==> src/rtl/sdrc_wbm_pkg.sv <==
// Shared constants for the sdrc Wishbone burst master: FSM encodings, cycle types
// and the Galois LFSR (x^32+x^22+x^2+x+1) used for the data pattern.
package sdrc_wbm_pkg;

  localparam logic [1:0] IDLE = 2'd0;
  localparam logic [1:0] BUS  = 2'd1;
  localparam logic [1:0] DONE = 2'd2;

  localparam logic [2:0] CTI_CLASSIC = 3'b000;
  localparam logic [2:0] CTI_INCR    = 3'b010;
  localparam logic [2:0] CTI_END     = 3'b111;

  // Right-shifting Galois form: taps 32,22,2,1 land on bits 31,21,1,0.
  localparam logic [31:0] LFSR_POLY = 32'h8020_0003;

  function automatic logic [31:0] lfsr_next(input logic [31:0] s);
    return {1'b0, s[31:1]} ^ (s[0] ? LFSR_POLY : 32'h0);
  endfunction

endpackage

==> src/rtl/sdrc_wb_burst_master_if.sv <==
// Wishbone initiator-side bus bundle between the burst master and the sdrc_top slave port.
interface sdrc_wb_burst_master_if #(
  parameter int APP_AW = 26,
  parameter int WB_DW  = 32
);
  logic                 wb_cyc_o;
  logic                 wb_stb_o;
  logic                 wb_we_o;
  logic [APP_AW-1:0]    wb_addr_o;
  logic [WB_DW-1:0]     wb_dat_o;
  logic [WB_DW/8-1:0]   wb_sel_o;
  logic [2:0]           wb_cti_o;
  logic                 wb_ack_i;
  logic [WB_DW-1:0]     wb_dat_i;

  modport master (
    output wb_cyc_o, wb_stb_o, wb_we_o, wb_addr_o, wb_dat_o, wb_sel_o, wb_cti_o,
    input  wb_ack_i, wb_dat_i
  );

  modport slave (
    input  wb_cyc_o, wb_stb_o, wb_we_o, wb_addr_o, wb_dat_o, wb_sel_o, wb_cti_o,
    output wb_ack_i, wb_dat_i
  );
endinterface

==> src/rtl/sdrc_wbm_lfsr.sv <==
// Pattern generator: one instance feeds both write data and the read-check expectation.
module sdrc_wbm_lfsr
  import sdrc_wbm_pkg::*;
(
  input  logic        clk,
  input  logic        rst,
  input  logic        load,
  input  logic        step,
  input  logic [31:0] seed,
  output logic [31:0] state
);

  always_ff @(posedge clk or posedge rst) begin
    if (rst)       state <= '0;
    else if (load) state <= (seed == '0) ? 32'h1 : seed;
    else if (step) state <= lfsr_next(state);
  end

endmodule

==> src/rtl/sdrc_wb_burst_master.sv <==
// Wishbone burst master: runs one write or read+check burst per command with an LFSR pattern.
// Optional per-beat ack watchdog is built when WB_ACK_TIMEOUT_EN is defined.
module sdrc_wb_burst_master
  import sdrc_wbm_pkg::*;
#(
  parameter  int APP_AW      = 26,
  parameter  int WB_DW       = 32,
  parameter  int MAX_LEN     = 256,
  parameter  int TIMEOUT_CYC = 1024,
  localparam int LW          = $clog2(MAX_LEN + 1)
) (
  input  logic                  wb_clk_i,
  input  logic                  wb_rst_i,
  input  logic                  cmd_valid,
  output logic                  cmd_ready,
  input  logic                  cmd_we,
  input  logic [APP_AW-1:0]     cmd_addr,
  input  logic [LW-1:0]         cmd_len,
  input  logic [31:0]           cmd_seed,
  sdrc_wb_burst_master_if.master wb,
  output logic                  done,
  output logic [15:0]           err_cnt,
  output logic                  timeout
);

  logic [1:0]        state;
  logic              we_r;
  logic [APP_AW-1:0] addr_r;
  logic [LW-1:0]     len_r;
  logic [LW-1:0]     beat_cnt;
  logic [31:0]       pat;
  logic              bus, accept, beat_ack, last_beat, to_hit;

  assign bus       = (state == BUS);
  assign cmd_ready = (state == IDLE);
  assign accept    = cmd_valid & cmd_ready;
  assign beat_ack  = bus & wb.wb_ack_i;
  assign last_beat = (beat_cnt == len_r - 1'b1);
  assign done      = (state == DONE);

  sdrc_wbm_lfsr u_lfsr (
    .clk   (wb_clk_i),
    .rst   (wb_rst_i),
    .load  (accept),
    .step  (beat_ack),
    .seed  (cmd_seed),
    .state (pat)
  );

`ifdef WB_ACK_TIMEOUT_EN
  localparam int TW = $clog2(TIMEOUT_CYC + 1);
  logic [TW-1:0] to_cnt;
  logic          to_r;

  // Counts consecutive bus cycles without ack; the last allowed cycle aborts the burst.
  assign to_hit  = bus & ~wb.wb_ack_i & (to_cnt == TW'(TIMEOUT_CYC - 1));
  assign timeout = to_r;

  always_ff @(posedge wb_clk_i or posedge wb_rst_i) begin
    if (wb_rst_i) begin
      to_cnt <= '0;
      to_r   <= 1'b0;
    end else begin
      if (accept) begin
        to_cnt <= '0;
        to_r   <= 1'b0;
      end else if (bus) begin
        to_cnt <= wb.wb_ack_i ? '0 : to_cnt + 1'b1;
      end
      if (to_hit) to_r <= 1'b1;
    end
  end
`else
  assign to_hit  = 1'b0;
  // Watchdog not built: output tied low, parameter kept so both builds share one interface.
  assign timeout = 1'b0 & (TIMEOUT_CYC != 0);
`endif

  always_ff @(posedge wb_clk_i or posedge wb_rst_i) begin
    if (wb_rst_i) begin
      state    <= IDLE;
      we_r     <= 1'b0;
      addr_r   <= '0;
      len_r    <= '0;
      beat_cnt <= '0;
      err_cnt  <= '0;
    end else begin
      case (state)
        IDLE: if (cmd_valid) begin
          state    <= BUS;
          we_r     <= cmd_we;
          addr_r   <= {cmd_addr[APP_AW-1:2], 2'b00};
          len_r    <= (cmd_len == '0) ? LW'(1) : cmd_len;
          beat_cnt <= '0;
          err_cnt  <= '0;
        end
        BUS: begin
          if (wb.wb_ack_i) begin
            beat_cnt <= beat_cnt + 1'b1;
            addr_r   <= addr_r + APP_AW'(4);
            if (!we_r && wb.wb_dat_i != WB_DW'(pat) && err_cnt != 16'hFFFF)
              err_cnt <= err_cnt + 16'd1;
            if (last_beat) state <= DONE;
          end else if (to_hit) begin
            state <= DONE;
          end
        end
        default: state <= IDLE;
      endcase
    end
  end

  assign wb.wb_cyc_o  = bus;
  assign wb.wb_stb_o  = bus;
  assign wb.wb_we_o   = bus & we_r;
  assign wb.wb_addr_o = addr_r;
  assign wb.wb_dat_o  = (bus & we_r) ? WB_DW'(pat) : '0;
  assign wb.wb_sel_o  = {(WB_DW/8){bus}};
  assign wb.wb_cti_o  = (!bus || len_r == LW'(1)) ? CTI_CLASSIC :
                        last_beat                 ? CTI_END     : CTI_INCR;

endmodule
==> src/flat_wrapper.sv <==
// flat-port wrapper written by rule: the top's interface ports become plain ports
module sdrc_wb_burst_master_flat import sdrc_wbm_pkg::*;
#(
  parameter  int APP_AW      = 26,
  parameter  int WB_DW       = 32,
  parameter  int MAX_LEN     = 256,
  parameter  int TIMEOUT_CYC = 1024,
  localparam int LW          = $clog2(MAX_LEN + 1)
)
  (wb_clk_i, wb_rst_i, cmd_valid, cmd_ready, cmd_we, cmd_addr, cmd_len, cmd_seed, done, err_cnt, timeout, wb_wb_cyc_o, wb_wb_stb_o, wb_wb_we_o, wb_wb_addr_o, wb_wb_dat_o, wb_wb_sel_o, wb_wb_cti_o, wb_wb_ack_i, wb_wb_dat_i);
  sdrc_wb_burst_master_if #(.APP_AW(APP_AW), .WB_DW(WB_DW)) wb_i ();
  input  logic wb_clk_i;
  input  logic wb_rst_i;
  input  logic cmd_valid;
  output logic cmd_ready;
  input  logic cmd_we;
  input  logic [APP_AW-1:0] cmd_addr;
  input  logic [LW-1:0] cmd_len;
  input  logic [31:0] cmd_seed;
  output logic done;
  output logic [15:0] err_cnt;
  output logic timeout;
  output wire logic [$bits(wb_i.wb_cyc_o)-1:0] wb_wb_cyc_o;
  output wire logic [$bits(wb_i.wb_stb_o)-1:0] wb_wb_stb_o;
  output wire logic [$bits(wb_i.wb_we_o)-1:0] wb_wb_we_o;
  output wire logic [$bits(wb_i.wb_addr_o)-1:0] wb_wb_addr_o;
  output wire logic [$bits(wb_i.wb_dat_o)-1:0] wb_wb_dat_o;
  output wire logic [$bits(wb_i.wb_sel_o)-1:0] wb_wb_sel_o;
  output wire logic [$bits(wb_i.wb_cti_o)-1:0] wb_wb_cti_o;
  input wire logic [$bits(wb_i.wb_ack_i)-1:0] wb_wb_ack_i;
  input wire logic [$bits(wb_i.wb_dat_i)-1:0] wb_wb_dat_i;
  assign wb_wb_cyc_o = wb_i.wb_cyc_o;
  assign wb_wb_stb_o = wb_i.wb_stb_o;
  assign wb_wb_we_o = wb_i.wb_we_o;
  assign wb_wb_addr_o = wb_i.wb_addr_o;
  assign wb_wb_dat_o = wb_i.wb_dat_o;
  assign wb_wb_sel_o = wb_i.wb_sel_o;
  assign wb_wb_cti_o = wb_i.wb_cti_o;
  assign wb_i.wb_ack_i = wb_wb_ack_i;
  assign wb_i.wb_dat_i = wb_wb_dat_i;
  sdrc_wb_burst_master #(.APP_AW(APP_AW), .WB_DW(WB_DW), .MAX_LEN(MAX_LEN), .TIMEOUT_CYC(TIMEOUT_CYC)) u_core (.wb_clk_i(wb_clk_i), .wb_rst_i(wb_rst_i), .cmd_valid(cmd_valid), .cmd_ready(cmd_ready), .cmd_we(cmd_we), .cmd_addr(cmd_addr), .cmd_len(cmd_len), .cmd_seed(cmd_seed), .wb(wb_i), .done(done), .err_cnt(err_cnt), .timeout(timeout));
endmodule
==> config.mk <==
export PLATFORM = sky130hd
export DESIGN_NAME = sdrc_wb_burst_master_flat
export DESIGN_NICKNAME = d
export VERILOG_FILES = /design/src/rtl/sdrc_wbm_pkg.sv /design/src/rtl/sdrc_wb_burst_master_if.sv /design/src/rtl/sdrc_wbm_lfsr.sv /design/src/rtl/sdrc_wb_burst_master.sv /design/src/flat_wrapper.sv
export SDC_FILE = /design/constraint.sdc
export NUM_CORES = 1
export LEC_CHECK = 0
export ABC_CLOCK_PERIOD_IN_PS = 2780
export CAP_MARGIN = 25
export CORE_ASPECT_RATIO = 0.5
export CORE_MARGIN = 2
export CORE_UTILIZATION = 47
export DETAILED_ROUTE_END_ITERATION = 7
export GPL_TIMING_DRIVEN = 0
export PLACE_DENSITY = 0.81
export RECOVER_POWER = 50
export REMOVE_ABC_BUFFERS = 1
export SETUP_SLACK_MARGIN = 0.02
export SYNTH_ARGS = -nofsm -noshare
export SYNTH_HDL_FRONTEND = slang
export SYNTH_HIERARCHICAL = 1
export SYNTH_SLANG_ARGS = --single-unit
==> constraint.sdc <==
create_clock -name wb_clk_i -period 2.78 [get_ports wb_clk_i]
set_input_delay 0.278 -clock wb_clk_i [delete_from_list [all_inputs] [get_ports wb_clk_i]]
set_output_delay 0.278 -clock wb_clk_i [all_outputs]
set_load 0.01 [all_outputs]
# After elaboration in Yosys (flattened, before gate mapping)
# Cells that the tools add are included.
[word_totals] wordCells=61 mem_count=0 romBits=0 inputBits=104 register_bits=95 output_inout_bits=87 ramBits=0 latch_bits=0
[op_classes] add_sub_neg=4 eq_ne=10 mul=0 muxes=22 shifts=0 n_lt_le_gt_ge=0 reduce_logical=14 bitwise_logic=4 n_div=0
[op_table] cell="two-way mux 32 bit" n=5
[op_table] cell="two-way mux 26 bit" n=2
[op_table] cell="case mux 26 bit (2 select lines)" n=1
[op_table] cell="two-way mux 16 bit" n=3
[op_table] cell="logical NOT 32 bit" n=1
[op_table] cell="inequality test 32 bit" n=1
[op_table] cell="case mux 16 bit (2 select lines)" n=1
[op_table] cell="XOR 31 x 32 -> 32 bit" n=1
[op_table] cell="two-way mux 9 bit" n=3
[op_table] cell="adder 26 x 3 -> 26 bit, second input constant" n=1
[op_table] cell="case mux 9 bit (2 select lines)" n=1
[op_table] cell="adder 16 x 1 -> 16 bit, second input constant" n=1
[op_table] cell="inequality test 16 bit, second input constant" n=1
[op_table] cell="adder 9 x 1 -> 9 bit, second input constant" n=1
[op_table] cell="equality test 9 x 1 -> 1 bit, second input constant" n=1
[op_table] cell="equality test 9 bit" n=1
[op_table] cell="logical NOT 9 bit" n=1
[op_table] cell="subtractor 9 x 1 -> 9 bit, second input constant" n=1
[op_table] cell="inequality test 2 bit, second input constant" n=4
[op_table] cell="two-way mux 2 bit" n=3
[op_table] cell="two-way mux 3 bit" n=2
[op_table] cell="AND reduction 3 bit" n=2
[op_table] cell="case mux 2 bit (2 select lines)" n=1
[op_table] cell="AND reduction 4 bit" n=1
[op_table] cell="9 further kinds" n=14

# Depth between registers and ports, before layout
[logic_depth] ltp_word=6 ltp_mapped=9 mapped_depth_nobuf=8

# Cells and area by module
# Netlist, hierarchy kept.
[modules_own_cells] mod="sdrc_wb_burst_master" area_per_inst_um2=4275.4 seq_area_each_um2=1526.5 cells_each=524 n_inst=1
[modules_own_cells] mod="sdrc_wbm_lfsr" area_per_inst_um2=1597.8 seq_area_each_um2=800.8 cells_each=156 n_inst=1

# Worst setup path after synthesis
# OpenSTA, ideal clock, no wires.
[synth_timing] path_type="reg2out" start="register u_core.len_r[0]" end="output port wb_wb_cti_o[2]" stages_incl_launch_ff=10 arrival_ns=2.193 path_buffers=1 slack_ns=0.309 t_required_ns=2.502 cell_sequence="dfrtp_1 -> inv_1 -> ha_1 -> xnor2_1 -> or3b_1 -> a31oi_1 -> nand4_1 -> or2_2 -> nor2b_1 -> buf_4"
[synth_between] elab_chain_len=4 elab_cells_between_ends=6 classes_between="1 x add/sub; 2 x eq/ne; 2 x mux; 1 x reduce/logical"
[synth_rtl] element="from (decl)" line_no="sdrc_wb_burst_master.sv:29" text="logic [LW-1:0] len_r;"
[synth_rtl] element="from (signal assigned)" line_no="sdrc_wb_burst_master.sv:93" text="len_r <= (cmd_len == '0) ? LW'(1) : cmd_len;"
[synth_rtl] element="subtractor 9 x 1 -> 9 bit" line_no="sdrc_wb_burst_master.sv:38" text="assign last_beat = (beat_cnt == len_r - 1'b1);"
[synth_rtl] element="equality test 9 bit" line_no="sdrc_wb_burst_master.sv:38"
[synth_rtl] element="two-way mux 3 bit" line_no="sdrc_wb_burst_master.sv:120" text="last_beat ? CTI_END : CTI_INCR;"
[synth_rtl] element="two-way mux 3 bit *" line_no="sdrc_wb_burst_master.sv:119" text="assign wb.wb_cti_o = (!bus || len_r == LW'(1)) ? CTI_CLASSIC :"
[synth_rtl] element="to (decl)" line_no="flat_wrapper.sv:29" text="output wire logic [$bits(wb_i.wb_cti_o)-1:0] wb_wb_cti_o;"
# Mark *: on every way between the ends. The rest lies on a longest branch, timed or not.

# Worst setup path in the final report
[layout_timing] start="register u_core.len_r[1]" end="output port wb_wb_cti_o[0]"
# The elaborated chain is that of the path after synthesis.

==> flow_summary.yaml <==
status:
  outcome: "finished clean"
grt:
  grt_pass1_vias: 5620
  grt_first_pass_wirelength_microns: 28000
  grt_max_degree: 68
  antenna_found_initial: 0
  globalRouteTotalUtil_pct: 25.8
  overflow: 0
clock_tree:
  cts.clk_slew.worst_paths_ps: 70
  clock_insertion_delay_at_the_later_pin_of_the_skew_report_ps: 350
  ctsHtreeMaxLevel: 3
  cts_root_buffer: "clkbuf_16"
  clock_path_buffers: 2
  tritoncts: "yes"
  cts-buffers-inserted: 9
  clock_sink_count: 93
synth:
  syn-cell-area_sq_um: 5870
  postSynthCellCount: 680
  yosys_warnings: 6
  synth-main-ff-cell: "dfrtp_1"
  ys_seq_elements: 93
  synth_seq_area_share_pct: 39.6
  synth_enable_flop_cells: 0
  netlist-cell-type-count: 64
  syn_area_per_cell_sq_um: 8.64
  synthArstFlopShare_pct: 100
drt:
  detailedRoute.firstIterationViolations: 290
  ant_nets: 0
  remaining_drc_errors: 0
  drt-pass1-iter-count: 5
  detailroute.via_count: 5736
  detail_route.wirelength_microns: 17600
  wl_per_cell_microns: 17.3
  route.detailed.vias_per_inst: 5.67
worst_setup_path:
  critPathCaptureType: "primary output"
  critical_path_required_ps: 2500
  timing.critical_path.slowest_stage_cell: "dfrtp_1"
  critPathArrivalTime_ps: 2380
  critPathKind: "flop to primary output"
  critical-path-max-stage-delay_ps: 410
  cell_by_cell_listing_of_the_critical_path: "inv_2, ha_4, inv_1, or3_1, xnor2_1, nand4_1, or2_4, nor2b_2, clkbuf_2"
  critPathMaxFanout: 3
  startpoint_type: "flop"
power_and_ir_drop:
  leakage_nw: 3.43
  vdd_drop_max_uv: 402
  power_density_nw_per_um2: 916
  post-layout-total-power_mw: 7.47
floorplanning:
  start_util_pct: 48.9
  floorplan.die_area_sq_um: 13500
  die_x_microns: 162
  placementRows: 28
  top_level_ports: 191
  die_height_microns: 83.0
  core_region_area_sq_um: 12000
timing:
  rsz0062_at_grt: "no"
  setup_slack_ps: 127
  report.final.hold_viol_count: 0
  drv_slew: 0
  timing.max_slew.rel_slack_pct: 11.4
  max_slew.worst_pin.slew_ps: 1330
  fin_hold_ws_ps: 365
  final_critical_path_share_of_the_clock_period_pct: 95.4
  layout_min_cycle_time_ps: 2650
  skew_ps: 10.4
  final_setup_violation_count: 0
  maxClockFrequency_mhz: 377
finish:
  stdcell_count: 1012
  fin_nets: 951
  stdcell_area_sq_um: 8160
  layout_commonest_cell: "clkdlybuf4s50_1"
  final_layout_size_suffix_gt1_share_pct: 6.85
  final_cell_mix: "141 x clkdlybuf4s50_1, 109 x nand2_1, 93 x dfrtp_1"
  regArea_sq_um: 2330
  antenna_cells_inserted: 0
  multi_input_logic_area_sq_um: 3270
  area_delta_synth_final_pct: 38.9
  n_fill_cell: 974
placed_design:
  placed_cell_area_sq_um: 7760
  finalWeightedCongestion: 0.865
  detailedPlace.worstSlack_ps: -378
  post_detailed_placement_half_perimeter_wirelength_microns: 12600
  port_buffers: 185
  place.detailed.instances: 988
worst_hold_path:
  holdCritPathClass: "input port to async pin"
job:
  cap_violations: 0
state kept, by name, summed over array words and instances, names as in the netlist:
name,cells
u_core/we_r,1
u_core/beat_cnt,9
u_core/len_r,9
u_core/err_cnt,16
u_core/state,2
u_core/u_lfsr/state,32
u_core/wb.wb_addr_o,24
layer usage:
layer	routed length, microns	vias to the layer above	global-route usage, %
met2	8950	171	45.2
met3	1010	20	5.84
met4	242	0	6.84
met5	0	-	0
met1	7360	2796	32.3
li1	-	2749	-
power by group:
part           internal [mW]  switching [mW]
clock                  0.787           0.532
combinational           1.80            1.67
sequential              1.88           0.800
what timing repair did:
item | CTS | global route
endpoints found under the setup margin | 45 | 11
endpoints found under the hold margin | 0 | 0
cloned | 0 | 0
hold buffers | 0 | 0
pin swaps | 2 | 2
setup buffers | 4 | 4
resized for setup | 17 | 8
final timing paths:
kind	from	end	slack, ps	cells after the start
setup / recovery	u_core/len_r[1]$_DFFE_PP0P_	wb_wb_cti_o[0]	130	9
hold / removal	wb_rst_i	u_core/u_lfsr/state[6]$_DFFE_PP0P_	360	2
setup reg to reg	u_core/u_lfsr/state[31]$_DFFE_PP0P_	u_core/err_cnt[8]$_DFFE_PP0P_	140	6
hold reg to reg	u_core/err_cnt[2]$_DFFE_PP0P_	u_core/err_cnt[2]$_DFFE_PP0P_	540	1
max in group asynchronous	wb_rst_i	u_core/len_r[6]$_DFFE_PP0P_	680	3
min in group wb_clk_i	cmd_addr[2]	u_core/wb.wb_addr_o[2]$_DFFE_PP0P_	490	3
Yosys cell counts, drive strengths merged, types with 6 or more instances:
| cell | instances | share of area [%] |
|---|---|---|
| mux2i | 36 | 6.1 |
| nand3 | 16 | 1.4 |
| o22ai | 10 | 1.1 |
| clkbuf | 22 | 1.4 |
| nand4 | 31 | 3.3 |
| nor2 | 36 | 2.3 |
| nor4 | 14 | 2.4 |
| nand2b | 8 | 0.85 |
| a21oi | 44 | 3.8 |
| nor3 | 6 | 0.60 |
| nand2 | 110 | 7.0 |
| a31oi | 6 | 0.64 |
| dfrtp | 93 | 40 |
| and3 | 40 | 4.3 |
| xnor2 | 46 | 6.9 |
| xor2 | 6 | 0.89 |
| o21ai | 54 | 4.6 |
| buf | 27 | 3.3 |
| inv | 17 | 1.1 |
cell type report:
type,instances,share of cell area [%]
inverters,17,0.905
clock buffers,10,2.81
clock inverters,6,1.07
multi-input cells,523,40.1
flip-flops and latches,93,28.5
repair buffers,198,24.1
well taps,165,2.53
cell families after synthesis:
| family | share of synthesized area [%] |
|---|---|
| AOI/OAI and AO/OA | 14.3 |
| xor gates and xnor gates | 7.75 |
| adders and majority gates | 1.07 |
| buffers and inverters | 5.77 |
| DFF | 39.6 |
| muxes | 6.14 |
| other | 0.0639 |
| and+or+nand+nor | 25.3 |
stage by stage:
step | utilization (%) | TNS, ps
after detailed placement | 64.6 | -3690
after global placement | 63.8 | -151900
after global routing | 67.9 | 0
final | 67.9 | 0
after floorplan | - | -8940
after CTS | 67.8 | 0
worst max-delay path: cells and delay by family, from the launching register on:
| family | cells | cell delay (ps) |
|---|---|---|
| and+or+nand+nor | 4 | 980 |
| DFF | 1 | 410 |
| buffers and inverters | 3 | 300 |
| adders and majority gates | 1 | 170 |
| xor gates and xnor gates | 1 | 170 |
(Power assumes the default switching activity.)
